===== config.mk =====
export PLATFORM = sky130hd
export DESIGN_NAME = cmp_reservation_station
export DESIGN_NICKNAME = d
export VERILOG_FILES = /design/src/rtl/ppc_types.sv /design/src/rtl/cmp_reservation_station_priority_encoder.sv /design/src/rtl/cmp_reservation_station.sv
export SDC_FILE = /design/constraint.sdc
export NUM_CORES = 1
export LEC_CHECK = 0
export BUFFER_PORTS_ARGS = -buffer_cell sky130_fd_sc_hd__buf_2
export CAP_MARGIN = 20
export CORE_MARGIN = 4
export CORE_UTILIZATION = 59
export CTS_CLUSTER_SIZE = 40
export DETAILED_ROUTE_END_ITERATION = 16
export GPL_TIMING_DRIVEN = 1
export PLACE_DENSITY = 0.79
export REMOVE_ABC_BUFFERS = 1
export SYNTH_ARGS = -nofsm -noshare
export SYNTH_HDL_FRONTEND = slang
export SYNTH_SLANG_ARGS = --single-unit

===== constraint.sdc =====
create_clock -name clk -period 14.45 [get_ports clk]
set_clock_uncertainty 0.05 [all_clocks]
set_input_delay 1.445 -clock clk [delete_from_list [all_inputs] [get_ports clk]]
set_output_delay 1.445 -clock clk [all_outputs]
set_load 0.02 [all_outputs]

===== src/rtl/ppc_types.sv =====
// Shared PowerPC pipeline types: compare decode word and the compare
// reservation-station entry layout.
package ppc_types;

  typedef struct packed {
    logic l_bit;    // 64-bit compare when set
    logic logical;  // unsigned (cmpl) compare when set
  } cmp_decode_t;

  // Entry tags are stored at this width so the struct is parameter-free;
  // narrower tag widths are zero-extended into it.
  localparam int RS_TAG_MAX_W = 8;
  typedef logic [RS_TAG_MAX_W-1:0] rs_tag_t;

  typedef struct packed {
    logic        busy;
    cmp_decode_t control;
    logic [2:0]  cr_addr;
    logic [31:0] op1_value;
    logic        op1_pending;
    rs_tag_t     op1_tag;
    logic [31:0] op2_value;
    logic        op2_pending;
    rs_tag_t     op2_tag;
    logic        so_value;
    logic        so_pending;
    rs_tag_t     so_tag;
  } cmp_rs_entry_t;

  function automatic logic tag_hit(input logic pending, input rs_tag_t stored,
                                   input rs_tag_t bus);
    return pending && (stored == bus);
  endfunction

endpackage


===== src/rtl/cmp_reservation_station_priority_encoder.sv =====
// Lowest-index-set encoder: reports whether any request bit is set and the
// index of the lowest one (zero when none).
module rs_priority_encoder #(
  parameter int WIDTH = 4,
  parameter int IDX_W = 2
) (
  input  logic [WIDTH-1:0] req,
  output logic             found,
  output logic [IDX_W-1:0] index
);

  always_comb begin
    found = |req;
    index = '0;
    for (int i = WIDTH - 1; i >= 0; i--) begin
      if (req[i]) index = IDX_W'(i);
    end
  end

endmodule


===== src/rtl/cmp_reservation_station.sv =====
// Reservation station for the compare unit: holds dispatched compares until
// their GPR operands and XER[SO] arrive on the result bus, then issues them.
module cmp_reservation_station
  import ppc_types::*;
#(
  parameter int RS_ID_WIDTH = 5,
  parameter int RS_DEPTH    = 4,
  parameter int RS_OFFSET   = 0
) (
  input  logic                   clk,
  input  logic                   rst,
  input  logic                   dispatch_valid,
  output logic                   dispatch_ready,
  output logic [RS_ID_WIDTH-1:0] dispatch_rs_id,
  input  logic [2:0]             result_reg_addr_in,
  input  cmp_decode_t            control_in,
  input  logic [31:0]            op1_value_in,
  input  logic [31:0]            op2_value_in,
  input  logic                   op1_pending,
  input  logic                   op2_pending,
  input  logic [RS_ID_WIDTH-1:0] op1_tag,
  input  logic [RS_ID_WIDTH-1:0] op2_tag,
  input  logic                   so_value_in,
  input  logic                   so_pending,
  input  logic [RS_ID_WIDTH-1:0] so_tag,
  input  logic                   cdb_valid,
  input  logic [RS_ID_WIDTH-1:0] cdb_rs_id,
  input  logic [31:0]            cdb_value,
  input  logic                   cdb_so,
  output logic                   issue_valid,
  input  logic                   issue_ready,
  output logic [RS_ID_WIDTH-1:0] issue_rs_id,
  output logic [2:0]             issue_result_reg_addr,
  output logic [31:0]            issue_op1,
  output logic [31:0]            issue_op2,
  output logic                   issue_so,
  output cmp_decode_t            issue_control
);

  localparam int IDX_W = $clog2(RS_DEPTH);

  if (RS_DEPTH < 2 || RS_DEPTH > 8) begin : g_bad_depth
    $error("cmp_reservation_station: RS_DEPTH must be within 2..8");
  end
  if (RS_OFFSET + RS_DEPTH - 1 >= 2 ** RS_ID_WIDTH) begin : g_bad_offset
    $error("cmp_reservation_station: entry tags exceed RS_ID_WIDTH");
  end
  if (RS_ID_WIDTH > RS_TAG_MAX_W) begin : g_bad_width
    $error("cmp_reservation_station: RS_ID_WIDTH wider than stored tags");
  end

  cmp_rs_entry_t       entry_reg [RS_DEPTH];
  cmp_rs_entry_t       new_entry;
  logic [RS_DEPTH-1:0] free_vec;
  logic [RS_DEPTH-1:0] ready_vec;
  logic [RS_DEPTH-1:0] op1_wake;
  logic [RS_DEPTH-1:0] op2_wake;
  logic [RS_DEPTH-1:0] so_wake;
  logic                alloc_found;
  logic                issue_found;
  logic [IDX_W-1:0]    alloc_idx;
  logic [IDX_W-1:0]    issue_idx;
  logic                dispatch_fire;
  logic                issue_fire;
  rs_tag_t             cdb_tag;

  assign cdb_tag = rs_tag_t'(cdb_rs_id);

  // Per-entry status and result-bus wakeup, all from registered state.
  for (genvar gi = 0; gi < RS_DEPTH; gi++) begin : g_entry
    assign free_vec[gi]  = !entry_reg[gi].busy;
    assign ready_vec[gi] = entry_reg[gi].busy && !entry_reg[gi].op1_pending &&
                           !entry_reg[gi].op2_pending && !entry_reg[gi].so_pending;
    assign op1_wake[gi]  = cdb_valid && entry_reg[gi].busy &&
                           tag_hit(entry_reg[gi].op1_pending, entry_reg[gi].op1_tag, cdb_tag);
    assign op2_wake[gi]  = cdb_valid && entry_reg[gi].busy &&
                           tag_hit(entry_reg[gi].op2_pending, entry_reg[gi].op2_tag, cdb_tag);
    assign so_wake[gi]   = cdb_valid && entry_reg[gi].busy &&
                           tag_hit(entry_reg[gi].so_pending, entry_reg[gi].so_tag, cdb_tag);
  end

  rs_priority_encoder #(.WIDTH(RS_DEPTH), .IDX_W(IDX_W)) u_alloc_enc (
    .req   (free_vec),
    .found (alloc_found),
    .index (alloc_idx)
  );

  rs_priority_encoder #(.WIDTH(RS_DEPTH), .IDX_W(IDX_W)) u_issue_enc (
    .req   (ready_vec),
    .found (issue_found),
    .index (issue_idx)
  );

  assign dispatch_ready = alloc_found;
  assign dispatch_rs_id = RS_ID_WIDTH'(RS_OFFSET) + RS_ID_WIDTH'(alloc_idx);
  assign dispatch_fire  = dispatch_valid && alloc_found;
  assign issue_fire     = issue_found && issue_ready;

  // Incoming op, with any field whose producer broadcasts this same cycle
  // taken straight from the bus so it can never miss its wakeup.
  always_comb begin
    logic op1_byp;
    logic op2_byp;
    logic so_byp;
    op1_byp = cdb_valid && tag_hit(op1_pending, rs_tag_t'(op1_tag), cdb_tag);
    op2_byp = cdb_valid && tag_hit(op2_pending, rs_tag_t'(op2_tag), cdb_tag);
    so_byp  = cdb_valid && tag_hit(so_pending, rs_tag_t'(so_tag), cdb_tag);

    new_entry             = '0;
    new_entry.busy        = 1'b1;
    new_entry.control     = control_in;
    new_entry.cr_addr     = result_reg_addr_in;
    new_entry.op1_value   = op1_byp ? cdb_value : op1_value_in;
    new_entry.op1_pending = op1_pending && !op1_byp;
    new_entry.op1_tag     = rs_tag_t'(op1_tag);
    new_entry.op2_value   = op2_byp ? cdb_value : op2_value_in;
    new_entry.op2_pending = op2_pending && !op2_byp;
    new_entry.op2_tag     = rs_tag_t'(op2_tag);
    new_entry.so_value    = so_byp ? cdb_so : so_value_in;
    new_entry.so_pending  = so_pending && !so_byp;
    new_entry.so_tag      = rs_tag_t'(so_tag);
  end

  // Allocation only targets free entries and issue/wakeup only busy ones,
  // so the branches below never compete for the same entry.
  always_ff @(posedge clk or posedge rst) begin
    if (rst) begin
      for (int i = 0; i < RS_DEPTH; i++) begin
        entry_reg[i] <= '0;
      end
    end else begin
      for (int i = 0; i < RS_DEPTH; i++) begin
        if (dispatch_fire && alloc_idx == IDX_W'(i)) begin
          entry_reg[i] <= new_entry;
        end else begin
          if (issue_fire && issue_idx == IDX_W'(i)) begin
            entry_reg[i].busy <= 1'b0;
          end
          if (op1_wake[i]) begin
            entry_reg[i].op1_value   <= cdb_value;
            entry_reg[i].op1_pending <= 1'b0;
          end
          if (op2_wake[i]) begin
            entry_reg[i].op2_value   <= cdb_value;
            entry_reg[i].op2_pending <= 1'b0;
          end
          if (so_wake[i]) begin
            entry_reg[i].so_value   <= cdb_so;
            entry_reg[i].so_pending <= 1'b0;
          end
        end
      end
    end
  end

  assign issue_valid = issue_found;

  always_comb begin
    issue_rs_id           = '0;
    issue_result_reg_addr = '0;
    issue_op1             = '0;
    issue_op2             = '0;
    issue_so              = 1'b0;
    issue_control         = '0;
    if (issue_found) begin
      issue_rs_id           = RS_ID_WIDTH'(RS_OFFSET) + RS_ID_WIDTH'(issue_idx);
      issue_result_reg_addr = entry_reg[issue_idx].cr_addr;
      issue_op1             = entry_reg[issue_idx].op1_value;
      issue_op2             = entry_reg[issue_idx].op2_value;
      issue_so              = entry_reg[issue_idx].so_value;
      issue_control         = entry_reg[issue_idx].control;
    end
  end

endmodule


Word-level counts from Yosys, hierarchy flattened
Index checks and enable logic that the tools add are counted.
{"block": "word_totals", "mem_bits_ro": 0, "input_bits": 131, "memories": 0, "regBits": 356, "latch_bits": 0, "ram_bits": 0}
{"block": "classes", "n_eq_ne": 21, "multipliers": 0, "n_bitwise": 1, "muxes": 52, "addsub": 0, "reduce_logical": 98, "div": 0, "n_shift": 0, "order_cmp": 1}
{"op": "two-way mux 33 bit", "n": 16}
{"op": "binary-select mux 98 bit (select 2 bit)", "n": 1}
{"op": "two-way mux 97 bit", "n": 2}
{"op": "two-way mux 32 bit", "n": 4}
{"op": "== test 5 bit", "n": 15}
{"op": "logical AND 1 bit", "n": 59}
{"op": "two-way mux 2 bit", "n": 18}
{"op": "nonzero test 2 bit", "n": 16}
{"op": "logical NOT 1 bit", "n": 19}
{"op": "two-way mux 1 bit", "n": 10}
{"op": "== test 2 bit, second input constant", "n": 4}
{"op": "OR reduction 4 bit", "n": 2}
{"op": "== test 2 x 1 -> 1 bit, second input constant", "n": 2}
{"op": "logical NOT 2 bit", "n": 2}
{"op": "greater-or-equal comparator 3 bit, second input constant", "n": 1}
{"op": "two-way mux 3 bit", "n": 1}
{"op": "inverter 2 -> 3 bit", "n": 1}

Longest topological paths before layout
{"block": "depth", "depth_word": 13, "depth_mapped": 8, "depth_no_buf": 5}

By module
From an unflattened synthesis, not the netlist that was laid out.
{"block": "hier_totals", "hier_cells": 1725, "area_unflattened_um2": 18297.5}
{"module": "cmp_reservation_station", "seq_area_each_um2": 8908.5, "n_inst": 1, "area_per_inst_um2": 18227.5, "cells_each": 1711}
{"module": "rs_priority_encoder", "seq_area_each_um2": 0.0, "n_inst": 2, "area_per_inst_um2": 35.0, "cells_each": 7}

Least setup slack after synthesis
No wires, ideal clock.
{"block": "synth_timing", "path_kind": "flip-flop to output port", "start": "register entry_reg[8] in the netlist's numbering", "end": "output port issue_control[0] in the netlist's numbering", "required_time_ns": 12.955, "n_path_buf": 2, "arrival_ns": 1.962, "stages_incl_launch_ff": 7, "setup_slack_ns": 10.993, "cell_sequence": "dfrtp_1 -> nor4b_1 -> nor2b_1 -> buf_2 -> clkbuf_1 -> a22oi_1 -> o21ai_0"}
{"element": "start, declared", "line": "cmp_reservation_station.sv:52", "text": "cmp_rs_entry_t entry_reg [RS_DEPTH];"}
{"element": "start signal, assigned by index", "line": "cmp_reservation_station.sv:134", "text": "entry_reg[i] <= new_entry;"}
{"element": "end, declared", "line": "cmp_reservation_station.sv:37", "text": "output cmp_decode_t issue_control"}

Worst setup path after layout
{"block": "layout_timing", "start": "register entry_reg[97] in the netlist's numbering", "end": "output port issue_op2[6]"}
{"block": "layout_between", "elab_chain_len": 12, "word_cells_on_any_way": 13}
{"element": "logical AND 1 bit * (2 in a row)", "line": "cmp_reservation_station.sv:72", "text": "assign ready_vec[gi] = entry_reg[gi].busy && !entry_reg[gi].op1_pending &&"}
{"element": "logical AND 1 bit *", "line": "cmp_reservation_station.sv:73", "text": "!entry_reg[gi].op2_pending && !entry_reg[gi].so_pending;"}
{"element": "two-way mux 2 bit (4 in a row)", "line": "cmp_reservation_station_priority_encoder.sv:16", "text": "if (req[i]) index = IDX_W'(i);"}
{"element": "inverter 2 -> 3 bit (not written as such)", "line": "cmp_reservation_station.sv:169", "text": "issue_op2 = entry_reg[issue_idx].op2_value;"}
{"element": "binary-select mux 98 bit (select 2 bit)", "line": "cmp_reservation_station.sv:169"}
{"element": "two-way mux 97 bit (2 in a row)"}
{"element": "two-way mux 32 bit *", "line": "cmp_reservation_station.sv:165", "text": "if (issue_found) begin"}
{"element": "end, declared", "line": "cmp_reservation_station.sv:35", "text": "output logic [31:0] issue_op2,"}
Every way passes the cells marked *; elsewhere a longest branch is shown, timed or not. The select of a mux whose other input is x is not followed.

==> impl_metrics.json <==
{
  "drt_first_pass_iters": 6,
  "cts_setup_buffers": 0,
  "cp_max_fo": 56,
  "worst_pin_slew_ps": 1180,
  "fin_util_pct": 68.66,
  "port_buffers": 206,
  "min_period_ps": 5198,
  "totalWireLength_um": 59500,
  "rsz0062_at_grt": "no",
  "required_ps": 12950,
  "cts_buffers": 38,
  "clkLatencyLatePin_ps": 520,
  "final_antenna_net_count": 0,
  "ir_worst_vdd_mv": 0.1582,
  "synth_edf_count": 0,
  "whs_ps": 427.1,
  "synth_cells": 1732,
  "drv_slew": 0,
  "num_rows": 63,
  "ctsResizeCount": 0,
  "core_region_area_um2": 29950,
  "max_clock_freq_ghz": 0.1924,
  "die_area_um2": 33470,
  "ys_ff_latch": 356,
  "start_util_pct": 60.30,
  "grt_pass1_vias": 15880,
  "fin_nets": 1966,
  "hold_class": "reg2reg",
  "synth_flop_cell": "dfrtp_1",
  "hold_violations": 0,
  "post-route-drc-count": 0,
  "fin_setup_tns_ps": 0,
  "ios": 213,
  "finalSetupViolCount": 0,
  "drv_cap": 0,
  "synth_warnings": 0,
  "viasPerCell": 6.936,
  "cts_tree": "yes",
  "globalRouteTotalUtil_pct": 34.78,
  "place_inst": 2184,
  "ys_seq_area_share_pct": 49.32,
  "async_flop_share_pct": 100.0,
  "place.gp.congestion": 0.8732,
  "final_cells": 2256,
  "num_vias": 15650,
  "cts_hold_buf": 0,
  "hpwl_um": 35240,
  "fin_crit_sh_pct": 35.97,
  "die_x_um": 183.0,
  "worstSetupPathType": "reg2out",
  "critPathLaunchType": "flip-flop",
  "routedWlPerCell_um": 26.38,
  "grt_pass1_wl_um": 92600,
  "clockBufferDepth": 3,
  "path_clk_slew_ps": 60,
  "antenna_found_initial": 10,
  "first_iter_violations": 2106,
  "leakagePower_uw": 0.008868,
  "numClockSinks": 356,
  "grt-ovfl-total": 0,
  "drive_above_1_share_pct": 28.63,
  "largest_reg_flops": 356,
  "endpoint_kind": "output pin",
  "synth_cell_type_count": 48,
  "die_h_um": 183.0,
  "synth_area_um2": 18060,
  "synthToLayoutAreaGrowth_pct": 13.86,
  "htree_num_levels": 2,
  "outcome": "finished clean",
  "worstPathArrival_ps": 3700,
  "root_buffer": "clkbuf_16",
  "power_density_nw_per_um2": 252.8,
  "grt_start_max_net_pins": 161,
  "avgSynthCellArea_um2": 10.43,
  "slew_headroom_pct": 21.15
}
==> worst paths after layout <==
kind | start | end | slack [ps] | cells after the start
setup / recovery | entry_reg[97] | issue_op2[6] | 9250 | 6
min in group asynchronous | rst | entry_reg[275] | 1020 | 2
max in group asynchronous | rst | entry_reg[169] | 10940 | 4
setup reg to reg | entry_reg[391] | entry_reg[170] | 11480 | 6
hold reg to reg | entry_reg[190] | entry_reg[190] | 430 | 2
hold / removal | entry_reg[190] | entry_reg[190] | 430 | 2
==> power breakdown <==
| part | total, uW | switching, uW | internal [uW] |
|---|---|---|---|
| registers | 1780 | 302 | 1480 |
| logic | 2380 | 1360 | 1030 |
| clock network | 1030 | 408 | 626 |
| total | 5200 | 2060 | 3130 |
==> metal layers <==
| metal | part of all wire (%) | global-route usage (%) | vias up | routed length, um |
|---|---|---|---|---|
| met3 | 11 | 8.052 | 196 | 6666 |
| met4 | 4.1 | 14.60 | 14 | 2459 |
| met1 | 39 | 47.45 | 7764 | 23010 |
| li1 | - | - | 6542 | - |
| met2 | 46 | 54.18 | 1131 | 27270 |
| met5 | 0.15 | 0 | - | 92 |
==> critical path, cell delays in order, from the launching register on <==
cell and delay [ps]:
dfrtp_1 450, nor4b_1 790, nor2b_4 580, buf_4 620, a22oi_1 160, o21ai_0 280, buf_2 220
==> logic make-up (layout without fill, tap and decap cells) <==
logic type / count (synthesis) / in the layout / share of synthesized area (%)
AOI/OAI and AO/OA: 505 / 505 / 25.05
and+or+nand+nor: 608 / 608 / 17.28
other: 1 / 10 / 0.02076
muxes: 1 / 1 / 0.06234
DFF: 356 / 356 / 49.32
xor gates and xnor gates: 75 / 75 / 3.637
buffers and inverters: 186 / 311 / 4.621
==> layout make-up <==
class	instances	area, um^2
flip-flops and latches	356	8909
diodes	4	10.01
multi-input cells	1195	8479
well taps	390	488.0
fillers	2242	9389
clock inverters	7	113.9
repair buffers	241	1339
clock buffers	60	1207
inverters	3	18.77
==> cell usage in the layout, fill, tap and decap left out, types with 3 or more instances in the layout <==
master and instances:
a21oi_4 6, a221o_1 32, a221oi_1 3, a22oi_1 140
and2_1 35, and3_1 3, buf_2 206, buf_4 32
bufinv_16 3, clkbuf_1 8, clkbuf_16 41, clkbuf_8 11
clkinv_2 3, conb_1 6, dfrtp_1 356, diode_2 4
nand2_1 272, nand2b_1 206, nand3_1 17, nand4_1 13
nor2_1 16, nor2_2 3, nor2b_4 3, nor3_1 5
nor4b_2 3, o21a_1 6, o21ai_0 66, o21ai_1 6
o21bai_1 3, o221a_1 21, o221a_2 203, o22ai_1 10
or2_2 3, or2b_1 20, xnor2_1 59, xor2_1 16
==> synthesized netlist by cell type, types with 6 or more instances <==
cell type | count | area share, %
o221a_1 | 21 | 1.3
o221a_2 | 203 | 13
buf_4 | 11 | 0.46
a22oi_1 | 140 | 5.8
buf_1 | 45 | 0.94
o21ai_0 | 66 | 1.8
a221o_1 | 32 | 1.8
nand3_1 | 17 | 0.47
and2_1 | 35 | 1.2
dfrtp_1 | 356 | 49
nand2b_1 | 206 | 7.1
nand2_1 | 272 | 5.7
buf_2 | 40 | 1.1
nor2_1 | 18 | 0.37
buf_6 | 6 | 0.37
o21ai_1 | 8 | 0.22
xor2_1 | 16 | 0.78
nand4_1 | 13 | 0.45
clkbuf_1 | 81 | 1.7
xnor2_1 | 59 | 2.9
o22ai_1 | 10 | 0.35
or2b_1 | 20 | 0.83
o21a_1 | 6 | 0.25
==> metrics by stage <==
step	instance area (um^2)	total power [uW]	setup slack, ps
2_1_floorplan	17260	3332	1794
3_3_place_gp	19190	4033	10110
5_1_grt	20560	5463	9120
4_1_cts	20530	5161	9345
6_report	20560	5198	9252
3_5_place_dp	19210	4105	10040
No activity file was read; power rests on OpenSTA's default activity.
